**src/rtl/mem_arb_pkg.sv**
```systemverilog
// Shared widths, FSM state encoding and requester IDs for the two-port memory arbiter.
package mem_arb_pkg;

  localparam int ADDR_W_DEF = 24;
  localparam int DATA_W_DEF = 16;

  typedef enum logic [1:0] {
    IDLE   = 2'b00,
    ACCESS = 2'b01,
    RESP   = 2'b10
  } state_t;

  typedef enum logic {
    REQ_CORE = 1'b0,
    REQ_AUX  = 1'b1
  } req_id_t;

endpackage

```
**src/rtl/mem_arbiter_if.sv**
```systemverilog
// Requester and memory-side signals of the arbiter; slave = arbiter view, master = environment view.
interface mem_arbiter_if
  import mem_arb_pkg::*;
#(
  parameter int ADDR_W = ADDR_W_DEF,
  parameter int DATA_W = DATA_W_DEF
);

  logic              req0;
  logic              req1;
  logic              we0;
  logic              we1;
  logic [ADDR_W-1:0] addr0;
  logic [ADDR_W-1:0] addr1;
  logic [DATA_W-1:0] wdata0;
  logic [DATA_W-1:0] wdata1;
  logic              gnt0;
  logic              gnt1;
  logic              rvalid0;
  logic              rvalid1;
  logic [DATA_W-1:0] rdata;
  logic [ADDR_W-1:0] mem_addr;
  logic [DATA_W-1:0] mem_wdata;
  logic              mem_we;
  logic [DATA_W-1:0] mem_rdata;
  logic              busy;

  modport slave (
    input  req0, req1, we0, we1, addr0, addr1, wdata0, wdata1, mem_rdata,
    output gnt0, gnt1, rvalid0, rvalid1, rdata, mem_addr, mem_wdata, mem_we, busy
  );

  modport master (
    output req0, req1, we0, we1, addr0, addr1, wdata0, wdata1, mem_rdata,
    input  gnt0, gnt1, rvalid0, rvalid1, rdata, mem_addr, mem_wdata, mem_we, busy
  );

endinterface

```
**src/rtl/mem_arb_pick.sv**
```systemverilog
// Winner selection, purely combinational. MEM_ARB_RR_EN defined: tie goes to the requester
// that did not win last; undefined: requester 0 always wins a tie.
module mem_arb_pick
  import mem_arb_pkg::*;
(
  input  logic    i_req0,
  input  logic    i_req1,
  input  req_id_t i_pointer,
  output req_id_t o_winner
);

`ifdef MEM_ARB_RR_EN
  always_comb begin
    o_winner = REQ_CORE;
    if (i_req0 && i_req1) begin
      o_winner = (i_pointer == REQ_CORE) ? REQ_AUX : REQ_CORE;
    end else if (i_req1) begin
      o_winner = REQ_AUX;
    end
  end
`else
  req_id_t w_unused_pointer;
  assign w_unused_pointer = i_pointer;

  always_comb begin
    o_winner = REQ_CORE;
    if (!i_req0 && i_req1) begin
      o_winner = REQ_AUX;
    end
  end
`endif

endmodule

```
**src/rtl/mem_arbiter.sv**
```systemverilog
// Two-requester arbiter for a single-port memory: IDLE -> ACCESS (gnt) -> RESP (rvalid, reads only).
// Read: gnt at T+1, rvalid at T+2; write: gnt and mem_we at T+1. Tie policy set by MEM_ARB_RR_EN.
module mem_arbiter
  import mem_arb_pkg::*;
#(
  parameter int ADDR_W = ADDR_W_DEF,
  parameter int DATA_W = DATA_W_DEF
)(
  input  logic            clk,
  input  logic            rst_n,
  mem_arbiter_if.slave    bus
);

  state_t            r_state;
  state_t            w_state_nxt;
  logic              r_we;
  logic [ADDR_W-1:0] r_addr;
  logic [DATA_W-1:0] r_wdata;
  logic [DATA_W-1:0] r_rdata;
  req_id_t           r_id;
  req_id_t           r_ptr;
  req_id_t           w_winner;
  logic              w_capture;

  mem_arb_pick u_pick (
    .i_req0    (bus.req0),
    .i_req1    (bus.req1),
    .i_pointer (r_ptr),
    .o_winner  (w_winner)
  );

  always_ff @(posedge clk) begin
    if (!rst_n) begin
      r_state <= IDLE;
    end else begin
      r_state <= w_state_nxt;
    end
  end

  // Request fields are latched once at capture so later input changes cannot reach the access in flight.
  always_ff @(posedge clk) begin
    if (!rst_n) begin
      r_we    <= 1'b0;
      r_addr  <= '0;
      r_wdata <= '0;
      r_rdata <= '0;
      r_id    <= REQ_CORE;
      r_ptr   <= REQ_AUX;
    end else begin
      if (w_capture) begin
        r_id    <= w_winner;
        r_ptr   <= w_winner;
        r_we    <= (w_winner == REQ_AUX) ? bus.we1    : bus.we0;
        r_addr  <= (w_winner == REQ_AUX) ? bus.addr1  : bus.addr0;
        r_wdata <= (w_winner == REQ_AUX) ? bus.wdata1 : bus.wdata0;
      end
      if (r_state == RESP) begin
        r_rdata <= bus.mem_rdata;
      end
    end
  end

  always_comb begin
    w_state_nxt   = r_state;
    w_capture     = 1'b0;
    bus.gnt0      = 1'b0;
    bus.gnt1      = 1'b0;
    bus.rvalid0   = 1'b0;
    bus.rvalid1   = 1'b0;
    bus.mem_we    = 1'b0;
    bus.busy      = 1'b0;
    bus.mem_addr  = r_addr;
    bus.mem_wdata = r_wdata;
    bus.rdata     = r_rdata;
    case (r_state)
      IDLE: begin
        if (bus.req0 || bus.req1) begin
          w_capture   = 1'b1;
          w_state_nxt = ACCESS;
        end
      end
      ACCESS: begin
        bus.busy    = 1'b1;
        bus.mem_we  = r_we;
        bus.gnt0    = (r_id == REQ_CORE);
        bus.gnt1    = (r_id == REQ_AUX);
        w_state_nxt = r_we ? IDLE : RESP;
      end
      RESP: begin
        // Memory returns data one cycle after the address, i.e. during this state.
        bus.busy    = 1'b1;
        bus.rdata   = bus.mem_rdata;
        bus.rvalid0 = (r_id == REQ_CORE);
        bus.rvalid1 = (r_id == REQ_AUX);
        w_state_nxt = IDLE;
      end
      default: begin
        w_state_nxt = IDLE;
      end
    endcase
  end

endmodule

```
**src/flat_wrapper.sv**
```systemverilog
// flat-port wrapper written by rule: the top's interface ports become plain ports
module mem_arbiter_flat import mem_arb_pkg::*;
#(
  parameter int ADDR_W = ADDR_W_DEF,
  parameter int DATA_W = DATA_W_DEF
)
  (clk, rst_n, bus_req0, bus_req1, bus_we0, bus_we1, bus_addr0, bus_addr1, bus_wdata0, bus_wdata1, bus_mem_rdata, bus_gnt0, bus_gnt1, bus_rvalid0, bus_rvalid1, bus_rdata, bus_mem_addr, bus_mem_wdata, bus_mem_we, bus_busy);
  mem_arbiter_if #(.ADDR_W(ADDR_W), .DATA_W(DATA_W)) bus_i ();
  input  logic clk;
  input  logic rst_n;
  input wire logic [$bits(bus_i.req0)-1:0] bus_req0;
  input wire logic [$bits(bus_i.req1)-1:0] bus_req1;
  input wire logic [$bits(bus_i.we0)-1:0] bus_we0;
  input wire logic [$bits(bus_i.we1)-1:0] bus_we1;
  input wire logic [$bits(bus_i.addr0)-1:0] bus_addr0;
  input wire logic [$bits(bus_i.addr1)-1:0] bus_addr1;
  input wire logic [$bits(bus_i.wdata0)-1:0] bus_wdata0;
  input wire logic [$bits(bus_i.wdata1)-1:0] bus_wdata1;
  input wire logic [$bits(bus_i.mem_rdata)-1:0] bus_mem_rdata;
  output wire logic [$bits(bus_i.gnt0)-1:0] bus_gnt0;
  output wire logic [$bits(bus_i.gnt1)-1:0] bus_gnt1;
  output wire logic [$bits(bus_i.rvalid0)-1:0] bus_rvalid0;
  output wire logic [$bits(bus_i.rvalid1)-1:0] bus_rvalid1;
  output wire logic [$bits(bus_i.rdata)-1:0] bus_rdata;
  output wire logic [$bits(bus_i.mem_addr)-1:0] bus_mem_addr;
  output wire logic [$bits(bus_i.mem_wdata)-1:0] bus_mem_wdata;
  output wire logic [$bits(bus_i.mem_we)-1:0] bus_mem_we;
  output wire logic [$bits(bus_i.busy)-1:0] bus_busy;
  assign bus_i.req0 = bus_req0;
  assign bus_i.req1 = bus_req1;
  assign bus_i.we0 = bus_we0;
  assign bus_i.we1 = bus_we1;
  assign bus_i.addr0 = bus_addr0;
  assign bus_i.addr1 = bus_addr1;
  assign bus_i.wdata0 = bus_wdata0;
  assign bus_i.wdata1 = bus_wdata1;
  assign bus_i.mem_rdata = bus_mem_rdata;
  assign bus_gnt0 = bus_i.gnt0;
  assign bus_gnt1 = bus_i.gnt1;
  assign bus_rvalid0 = bus_i.rvalid0;
  assign bus_rvalid1 = bus_i.rvalid1;
  assign bus_rdata = bus_i.rdata;
  assign bus_mem_addr = bus_i.mem_addr;
  assign bus_mem_wdata = bus_i.mem_wdata;
  assign bus_mem_we = bus_i.mem_we;
  assign bus_busy = bus_i.busy;
  mem_arbiter #(.ADDR_W(ADDR_W), .DATA_W(DATA_W)) u_core (.clk(clk), .rst_n(rst_n), .bus(bus_i));
endmodule
```
**config.mk**
```make
export PLATFORM = sky130hd
export DESIGN_NAME = mem_arbiter_flat
export DESIGN_NICKNAME = d
export VERILOG_FILES = /design/src/rtl/mem_arb_pkg.sv /design/src/rtl/mem_arbiter_if.sv /design/src/rtl/mem_arb_pick.sv /design/src/rtl/mem_arbiter.sv /design/src/flat_wrapper.sv
export SDC_FILE = /design/constraint.sdc
export NUM_CORES = 1
export LEC_CHECK = 0
export BUFFER_PORTS_ARGS = -buffer_cell sky130_fd_sc_hd__buf_2
export CAP_MARGIN = 0
export CORE_ASPECT_RATIO = 1.2
export CORE_MARGIN = 2
export CORE_UTILIZATION = 39
export CTS_CLUSTER_DIAMETER = 30
export DETAILED_ROUTE_END_ITERATION = 8
export PLACE_DENSITY = 0.83
export SLEW_MARGIN = 40
export SYNTH_ARGS = -nofsm -noshare
export SYNTH_HDL_FRONTEND = slang
export SYNTH_HIERARCHICAL = 1
export SYNTH_SLANG_ARGS = --single-unit
```
**constraint.sdc**
```tcl
create_clock -name clk -period 1.5 [get_ports clk]
set_input_delay 0.15 -clock clk [delete_from_list [all_inputs] [get_ports clk]]
set_output_delay 0.15 -clock clk [all_outputs]
set_load 0.01 [all_outputs]
```
==> impl_metrics.env, run 1 <==
export IMPL_detail_route_drc_violations=0
export IMPL_port_buffer_count=163
export IMPL_peak_freq_ghz=0.603
export IMPL_slew_limit_headroom_pct=82.7
export IMPL_detailed_place_hpwl_um=4940
export IMPL_num_io_pins=164
export IMPL_floorplan_initialDensity_pct=39.7
export IMPL_cts_clk_slew_worst_paths_ns=0.07
export IMPL_layout_cells_most_common="sky130_fd_sc_hd__buf_2"
export IMPL_core_area_um2=6770
export IMPL_worst_path_max_fanout=8
export IMPL_pre_cts_setup_slack_ns=0.0339
export IMPL_routedWlPerCell_um=13.3
export IMPL_final_nets=533
export IMPL_layout_core_utilization_pct=59.9
export IMPL_synth_warning_count=6
export IMPL_detail_route_wirelength_um=6920
export IMPL_cts_buffers=9
export IMPL_postLayoutCellArea_um2=4060
export IMPL_areaGrowthSynthToFinish_pct=50.9
export IMPL_detailedRoute_firstPassIterationCount=4
export IMPL_outcome="complete, but fails checks"
export IMPL_worst_r2r_setup_slack_ns=0.07
export IMPL_period_minus_slack_ns=1.66
export IMPL_first_global_vias=2358
export IMPL_antenna_found_initial=0
export IMPL_syn_num_nets=366
export IMPL_ctsLongestPathBuffers=2
export IMPL_min_period_over_period_pct=111
export IMPL_dpl_cell_count=495
export IMPL_insertedDiodeCount=0
export IMPL_violations_in_the_final_reports="negative setup slack"
export IMPL_finalMaxSlewViolations=0
export IMPL_finalNonFillerCells=519
export IMPL_rows=33
export IMPL_tightest_slew_ns=0.259
export IMPL_synth_area_um2=2690
export IMPL_rsz0062_at_grt="true"
export IMPL_die_x_um=79.8
export IMPL_cp_required_ns=1.35
export IMPL_number_of_hold_repair_buffers_added_at_the_cts_stage=0
export IMPL_power_dens_cells_nw_per_um2=1100
export IMPL_clock_latency_ns=0.33
export IMPL_grt_ovfl_total=0
export IMPL_setup_total_negative_slack_ns=-2.41
export IMPL_p_leak_uw=0.00191
export IMPL_regToRegStartpoint="u_core/r_state[0]"
export IMPL_syn_avg_cell_area_um2=10.3
export IMPL_clk_root_buffer_cell="sky130_fd_sc_hd__clkbuf_8"
export IMPL_endpoint_kind="output pin"
export IMPL_grt_use_total_pct=18.0
export IMPL_peakVddDrop_mv=0.605
export IMPL_r2r_end="u_core/r_rdata[9]"
export IMPL_synth_cells=260
export IMPL_numClockSinks=60
export IMPL_r2r_worst_path_cells=6
export IMPL_worst_slack_ns=-0.159
export IMPL_viasPerCell=4.81
export IMPL_layout_cell_share_with_drive_strength_beyond_1_pct=51.6
export IMPL_detailed_place_area_um2=3580
export IMPL_critical_path_class="reg -> out"
export IMPL_critical_path_arrival_ns=1.51
export IMPL_report_final_setup_viol=16
export IMPL_clock_tree_from_tritoncts="done"
export IMPL_cp_start_kind="flop"
export IMPL_design_die_area_um2=7580
export IMPL_holdCritPathClass="in -> reg"
export IMPL_worst_clock_skew_ns=0.00495
export IMPL_hold_path_startpoint="bus_wdata0[2]"
export IMPL_count_of_h_tree_levels_built_during_cts=3
export IMPL_grt_first_pass_wirelength_um=10600
export IMPL_hold_end="u_core/bus.mem_wdata[2]"
export IMPL_detail_route_antenna_nets=0
export IMPL_finalWeightedCongestion=0.746
export IMPL_detail_route_iter0_violations=95
export IMPL_drv_cap=0
export IMPL_maximum_number_of_pins_on_one_net_before_global_route_repair=42
export IMPL_commonest_cells_after_routing_fill_and_taps_aside="sky130_fd_sc_hd__buf_2, sky130_fd_sc_hd__dfxtp_1, sky130_fd_sc_hd__nand2_1, sky130_fd_sc_hd__mux2i_1, sky130_fd_sc_hd__o22ai_1"
export IMPL_min_path_cells=3
export IMPL_hold_viol_final=0
export IMPL_vias=2498
export IMPL_die_height_um=95.0
flip-flops by register name (all words and copies together) (netlist names):
name / cells
u_core/r_we: 1
u_core/bus.mem_addr: 24
u_core/r_state: 2
u_core/bus.mem_wdata: 16
u_core/r_id: 1
u_core/r_rdata: 16
layer usage:
layer / up-vias / global-route usage (%) / share of wire, %
met3: 11 / 4.02 / 5.8
met1: 1131 / 20.0 / 40
li1: 1253 / - / -
met5: - / 0 / 0
met4: 0 / 10.0 / 2.1
met2: 103 / 31.6 / 52
through the flow:
stage,hold WS (ns),total power (µW)
6_report,0.0956,4450
5_1_grt,0.0850,4660
4_1_cts,0.0763,4480
3_5_place_dp,0.437,2760
3_3_place_gp,0.412,2730
2_1_floorplan,0.295,2380
worst max path at each step:
| stage | start | to | slack [ns] | depth (start not counted) |
|---|---|---|---|---|
| final | u_core/r_state[0] | bus_rdata[1] | -0.16 | 5 |
| after global placement | u_core/r_state[0] | bus_rdata[0] | 0.09 | 5 |
| after CTS | u_core/r_state[0] | bus_rdata[0] | -0.18 | 5 |
| after detailed placement | u_core/r_state[0] | bus_rdata[0] | 0.03 | 5 |
| after floorplan | u_core/r_state[0] | u_core/r_rdata[5] | 0.06 | 6 |
| after global routing | u_core/r_state[0] | bus_rdata[1] | -0.19 | 5 |
what timing repair did:
item / in CTS / in global routing
hold endpoints to repair: 0 / 0
buffers inserted: 5 / 2
cloned: 1 / 0
gates resized for setup: 32 / 5
setup endpoints to repair: 17 / 40
report_power, final:
part / switching [µW] / leakage [µW] / internal, µW
clock network: 632 / 0.000105 / 976
registers: 74.4 / 0.000494 / 1740
logic: 482 / 0.00132 / 539
critical path, stage by stage (launching register included):
cell and delay (ns):
sky130_fd_sc_hd__dfxtp_4 0.36, sky130_fd_sc_hd__inv_4 0.06, sky130_fd_sc_hd__ha_4 0.17, sky130_fd_sc_hd__buf_12 0.14, sky130_fd_sc_hd__mux2_4 0.32, sky130_fd_sc_hd__buf_6 0.12
cell type report:
class | instances | area, µm²
clock buffers | 10 | 138
clock inverters | 6 | 87.6
fillers | 576 | 2710
inverters | 2 | 10.0
multi-input cells | 175 | 1380
flip-flops and latches | 60 | 1210
well taps | 87 | 109
repair buffers | 179 | 1120
Power figures use the tool's default switching activity.
==> run 2: changes to the inputs <==
Settings changed: BUFFER_PORTS_ARGS -buffer_cell sky130_fd_sc_hd__buf_2 to -buffer_cell sky130_fd_sc_hd__clkbuf_2, GPL_TIMING_DRIVEN set to 0.
==> run 2 against run 1 <==
Against the previous run:
- the flow still finishes with violations (negative setup slack)
- clock skew rose by 0.0050 ns
- maximum frequency fell by 0.36%
- worst hold slack barely moved
- clock-buffer cell count rose by 2
- combinational power rose by 5%
- final cell count rose by 3.1%
- largest cell class unchanged
==> impl_metrics.env, run 2 (synthesis results as in run 1) <==
export IMPL_violations_in_the_final_reports="negative setup slack"
export IMPL_finalMaxSlewViolations=0
export IMPL_slew_limit_headroom_pct=68.9
export IMPL_detail_route_antenna_nets=0
export IMPL_cpMaxStageDelayCell="sky130_fd_sc_hd__dfxtp_2"
export IMPL_areaGrowthSynthToFinish_pct=54.7
export IMPL_detailedRoute_firstPassIterationCount=6
export IMPL_cp_start_kind="flop"
export IMPL_largest_register_ffs=24
export IMPL_pre_cts_setup_slack_ns=-0.0123
export IMPL_peak_freq_ghz=0.601
export IMPL_timing_critical_path_slowest_cell_delay_ns=0.32
export IMPL_detail_route_iter0_violations=64
export IMPL_endpoint_kind="output pin"
export IMPL_cp_required_ns=1.35
export IMPL_antenna_found_initial=0
export IMPL_holdCritPathClass="in -> reg"
export IMPL_rsz0062_at_grt="true"
export IMPL_period_minus_slack_ns=1.67
export IMPL_design_die_area_um2=7580
export IMPL_rows=33
export IMPL_routedWlPerCell_um=14.0
export IMPL_hold_viol_final=0
export IMPL_detailed_place_area_um2=3610
export IMPL_detailed_place_hpwl_um=5340
export IMPL_floorplan_initialDensity_pct=39.7
export IMPL_postLayoutCellArea_um2=4160
export IMPL_finalWeightedCongestion=0.791
export IMPL_hold_ws_ns=0.0957
export IMPL_critical_path_class="reg -> out"
export IMPL_grt_ovfl_total=0
export IMPL_finalNonFillerCells=535
export IMPL_viasPerCell=4.72
export IMPL_count_of_h_tree_levels_built_during_cts=3
export IMPL_critical_path_arrival_ns=1.52
export IMPL_clk_root_buffer_cell="sky130_fd_sc_hd__clkbuf_8"
export IMPL_maximum_number_of_pins_on_one_net_before_global_route_repair=11
export IMPL_drv_cap=0
export IMPL_cts_buffers=9
export IMPL_worst_path_max_fanout=5
export IMPL_final_nets=549
export IMPL_p_total_uw=4690
export IMPL_multi_input_comb_area_um2=1400
export IMPL_worst_slack_ns=-0.165
export IMPL_layout_cell_share_with_drive_strength_beyond_1_pct=52.5
export IMPL_dpl_cell_count=509
export IMPL_peakVddDrop_mv=0.731
export IMPL_ctsLongestPathBuffers=2
export IMPL_grt_use_total_pct=18.9
export IMPL_cp_top_family="buffers and inverters"
export IMPL_path_buf_inv=3
export IMPL_numClockSinks=60
export IMPL_die_height_um=95.0
export IMPL_insertedDiodeCount=0
export IMPL_die_x_um=79.8
export IMPL_report_final_setup_viol=16
export IMPL_fillCellCount=572
export IMPL_worst_r2r_setup_slack_ns=0.03
export IMPL_first_global_vias=2372
export IMPL_port_buffer_count=162
export IMPL_clock_tree_from_tritoncts="done"
export IMPL_power_dens_cells_nw_per_um2=1130
export IMPL_core_area_um2=6770
export IMPL_num_io_pins=164
export IMPL_layout_cells_most_common="sky130_fd_sc_hd__clkbuf_2"
export IMPL_cp_cell_sequence="inv_2 > ha_4 > buf_6 > mux2_4 > buf_8"
export IMPL_worst_clock_skew_ns=0.00994
export IMPL_number_of_hold_repair_buffers_added_at_the_cts_stage=0
export IMPL_p_leak_uw=0.00198
export IMPL_detail_route_wirelength_um=7470
export IMPL_detail_route_drc_violations=0
export IMPL_outcome="complete, but fails checks"
export IMPL_grt_first_pass_wirelength_um=10900
export IMPL_vias=2525
export IMPL_clock_latency_ns=0.33
export IMPL_tightest_slew_ns=0.466
export IMPL_commonest_cells_after_routing_fill_and_taps_aside="sky130_fd_sc_hd__clkbuf_2, sky130_fd_sc_hd__dfxtp_1, sky130_fd_sc_hd__nand2_1, sky130_fd_sc_hd__mux2i_1, sky130_fd_sc_hd__o22ai_1"
export IMPL_cts_clk_slew_worst_paths_ns=0.07
export IMPL_sequential_cell_area_um2=1210
export IMPL_min_period_over_period_pct=111
## run 2: cell types whose count changed in the layout (fill, tap and decap cells not counted), moves of 3 or more
cell	change
sky130_fd_sc_hd__clkbuf_2	+146
sky130_fd_sc_hd__buf_2	-142
sky130_fd_sc_hd__clkbuf_1	+7
sky130_fd_sc_hd__buf_6	+5
sky130_fd_sc_hd__buf_12	-4
sky130_fd_sc_hd__buf_4	+3
sky130_fd_sc_hd__clkinvlp_4	-3
## run 2: per-stage QoR
stage,TNS [ns],util [%]
3_3_place_gp,0,53.3
4_1_cts,-3.34,59.8
5_1_grt,-3.24,61.4
2_1_floorplan,0,-
3_5_place_dp,-0.110,53.3
6_report,-2.33,61.4
## run 2: layout make-up
class,count,share of cell area (%)
buffer,22,3.88
multi-input combinational,175,33.7
clock inverter,4,2.29
timing repair buffer,173,24.6
tap,87,2.62
inverter,2,0.180
clock buffer,12,3.73
sequential,60,29.0
## run 2: power breakdown
group	switching, µW	total [µW]	internal [µW]
combinational	510	1070	559
sequential	75.7	1820	1740
clock	614	1810	1190
total	1200	4690	3490
## run 2: worst paths after layout
check,start,end,cells after the start
max,u_core/r_state[0],bus_rdata[0],5
min,bus_wdata0[2],u_core/bus.mem_wdata[2],3
max reg2reg,u_core/r_state[0],u_core/r_rdata[4],6
min reg2reg,u_core/bus.mem_wdata[5],u_core/bus.mem_wdata[5],2
## run 2: per-layer routing
metal,wire length (µm),up-vias,GRT usage (%),share of wire (%)
met5,0,-,0,0
met4,190,0,8.47,2.5
met3,463,15,4.40,6.2
met2,3900,100,34.2,52
met1,2910,1125,21.0,39
li1,-,1285,-,-
## run 2: tightest hold or removal path, delay by kind of cell
| kind | cells | cell delay (ns) |
|---|---|---|
| multiplexers | 1 | 0.05 |
| buffers and inverters | 1 | 0.07 |
| AO/OA/AOI/OAI | 1 | 0.11 |
## run 2: timing repair
action	in CTS	in global routing
buffers inserted	9	3
pin swaps	2	0
gates resized for setup	23	36
cloned	1	0
setup endpoints to repair	26	23
==> run 3: changes to the inputs <==
Settings changed: SKIP_CTS_REPAIR_TIMING set to 1.
==> run 3 against run 2 <==
Against the previous run:
- the run still ends with negative setup slack left
- setup slack worse by 0.070 ns
- design area is 1.3% lower
- sequential share of layout area is 0.38 points higher
- worst hold slack worse by 0.00096 ns
- clock skew is 0.00082 ns higher
- utilization is 0.79 points lower
- critical path type unchanged
- largest power group unchanged
- highest routed layer unchanged
==> impl_metrics.env, run 3 (synthesis results as in run 1) <==
export IMPL_routedWlPerCell_um=13.7
export IMPL_cp_top_family="buffers and inverters"
export IMPL_report_final_setup_viol=17
export IMPL_dpl_cell_count=509
export IMPL_grt_ovfl_total=0
export IMPL_worst_path_max_fanout=5
export IMPL_largest_register_ffs=24
export IMPL_ctsLongestPathBuffers=2
export IMPL_endpoint_kind="output pin"
export IMPL_viasPerCell=4.69
export IMPL_cts_clk_slew_worst_paths_ns=0.07
export IMPL_hold_viol_final=0
export IMPL_crit_path_frequent_cell="sky130_fd_sc_hd__buf_6"
export IMPL_commonest_cells_after_routing_fill_and_taps_aside="sky130_fd_sc_hd__clkbuf_2, sky130_fd_sc_hd__dfxtp_1, sky130_fd_sc_hd__nand2_1, sky130_fd_sc_hd__mux2i_1, sky130_fd_sc_hd__o22ai_1"
export IMPL_p_leak_uw=0.00196
export IMPL_peakVddDrop_mv=0.717
export IMPL_finalWeightedCongestion=0.791
export IMPL_holdCritPathClass="in -> reg"
export IMPL_core_area_um2=6770
export IMPL_layout_core_utilization_pct=60.6
export IMPL_antenna_found_initial=0
export IMPL_areaGrowthSynthToFinish_pct=52.7
export IMPL_detailedRoute_firstPassIterationCount=4
export IMPL_hold_end="u_core/bus.mem_wdata[2]"
export IMPL_grt_first_pass_wirelength_um=10300
export IMPL_drv_cap=0
export IMPL_regToRegStartpoint="u_core/r_state[0]"
export IMPL_layout_cell_share_with_drive_strength_beyond_1_pct=51.7
export IMPL_port_buffer_count=162
export IMPL_final_nets=548
export IMPL_outcome="complete, but fails checks"
export IMPL_die_height_um=95.0
export IMPL_detail_route_wirelength_um=7310
export IMPL_clock_latency_ns=0.33
export IMPL_critical_path_class="reg -> out"
export IMPL_violations_in_the_final_reports="negative setup slack"
export IMPL_insertedDiodeCount=0
export IMPL_pre_cts_setup_slack_ns=-0.0123
export IMPL_clk_root_buffer_cell="sky130_fd_sc_hd__clkbuf_8"
export IMPL_detail_route_antenna_nets=0
export IMPL_floorplan_initialDensity_pct=39.7
export IMPL_maximum_number_of_pins_on_one_net_before_global_route_repair=11
export IMPL_cp_start_kind="flop"
export IMPL_num_io_pins=164
export IMPL_rsz0062_at_grt="true"
export IMPL_worst_clock_skew_ns=0.0108
export IMPL_tightest_slew_ns=0.466
export IMPL_p_total_uw=4670
export IMPL_finalMaxSlewViolations=0
export IMPL_clock_tree_from_tritoncts="done"
export IMPL_detail_route_drc_violations=0
export IMPL_detailed_place_hpwl_um=5340
export IMPL_cp_required_ns=1.35
export IMPL_fillCellCount=593
export IMPL_first_global_vias=2306
export IMPL_die_x_um=79.8
export IMPL_grt_use_total_pct=17.7
export IMPL_vias=2507
export IMPL_power_dens_cells_nw_per_um2=1140
export IMPL_path_buf_inv=4
export IMPL_min_path_cells=3
export IMPL_sequential_cell_area_um2=1210
export IMPL_hold_path_startpoint="bus_wdata0[2]"
export IMPL_crit_start="u_core/r_state[0]"
export IMPL_critical_path_arrival_ns=1.59
export IMPL_layout_cells_most_common="sky130_fd_sc_hd__clkbuf_2"
export IMPL_multi_input_comb_area_um2=1360
export IMPL_peak_freq_ghz=0.576
export IMPL_count_of_h_tree_levels_built_during_cts=3
export IMPL_cp_cell_sequence="inv_4 > ha_4 > buf_6 > clkbuf_16 > mux2_4 > buf_6"
export IMPL_worst_slack_ns=-0.236
export IMPL_r2r_worst_path_cells=7
export IMPL_finalNonFillerCells=534
export IMPL_r2r_end="u_core/r_rdata[5]"
export IMPL_rows=33
export IMPL_detail_route_iter0_violations=58
export IMPL_design_die_area_um2=7580
export IMPL_worst_r2r_setup_slack_ns=-0.01
export IMPL_cts_buffers=9
export IMPL_numClockSinks=60
export IMPL_period_minus_slack_ns=1.74
export IMPL_min_period_over_period_pct=116
export IMPL_timing_critical_path_slowest_cell_delay_ns=0.35
export IMPL_slew_limit_headroom_pct=68.9
export IMPL_cpMaxStageDelayCell="sky130_fd_sc_hd__dfxtp_2"
run 3: cell count changes in the layout (fill, tap and decap cells not counted), sizes merged:
cell	previous run	this run
buf	42	39
clkbuf	165	167
run 3: worst reg2reg max path: cells and delay by family, from the launching register on:
family,cells,cell delay (ns)
adder cells (fa/ha/maj),1,0.15
AND/OR/NAND/NOR,1,0.14
buffers and inverters,4,0.48
multiplexers,1,0.31
flip-flops,1,0.35
run 3: area by class of cell:
| type | count | share of cell area, % |
|---|---|---|
| multi-input combinational | 175 | 33.1 |
| clock buffer | 12 | 3.78 |
| inverter | 2 | 0.244 |
| clock inverter | 4 | 2.32 |
| tap | 87 | 2.65 |
| buffer | 23 | 4.11 |
| timing repair buffer | 171 | 24.4 |
| sequential | 60 | 29.4 |
run 3: worst max path at each step:
stage,endpoint,slack [ns],depth (start not counted)
4_1_cts,bus_rdata[4],-0.38,6
3_5_place_dp,bus_rdata[4],-0.01,6
2_1_floorplan,u_core/r_rdata[5],0.06,6
5_1_grt,bus_rdata[11],-0.28,6
6_report,bus_rdata[11],-0.24,6
3_3_place_gp,bus_rdata[12],0.01,6
run 3: routing by layer:
layer	GRT usage (%)	routed length, µm
met1	20.0	2890
met2	30.6	3760
met3	4.40	499
met4	9.46	159
met5	0	0
run 3: per-stage QoR:
step | hold WS, ns | setup TNS [ns] | area, µm²
final | 0.0948 | -3.40 | 4110
after global routing | 0.0898 | -4.17 | 4110
after CTS | 0.0824 | -5.30 | 3860
after detailed placement | 0.438 | -0.110 | 3610
after global placement | 0.425 | 0 | 3610
after floorplan | 0.295 | 0 | 2690
run 3: power breakdown:
part	switching (µW)	total (µW)	internal (µW)
combinational	498	1040	542
clock	618	1810	1190
sequential	75.7	1820	1740
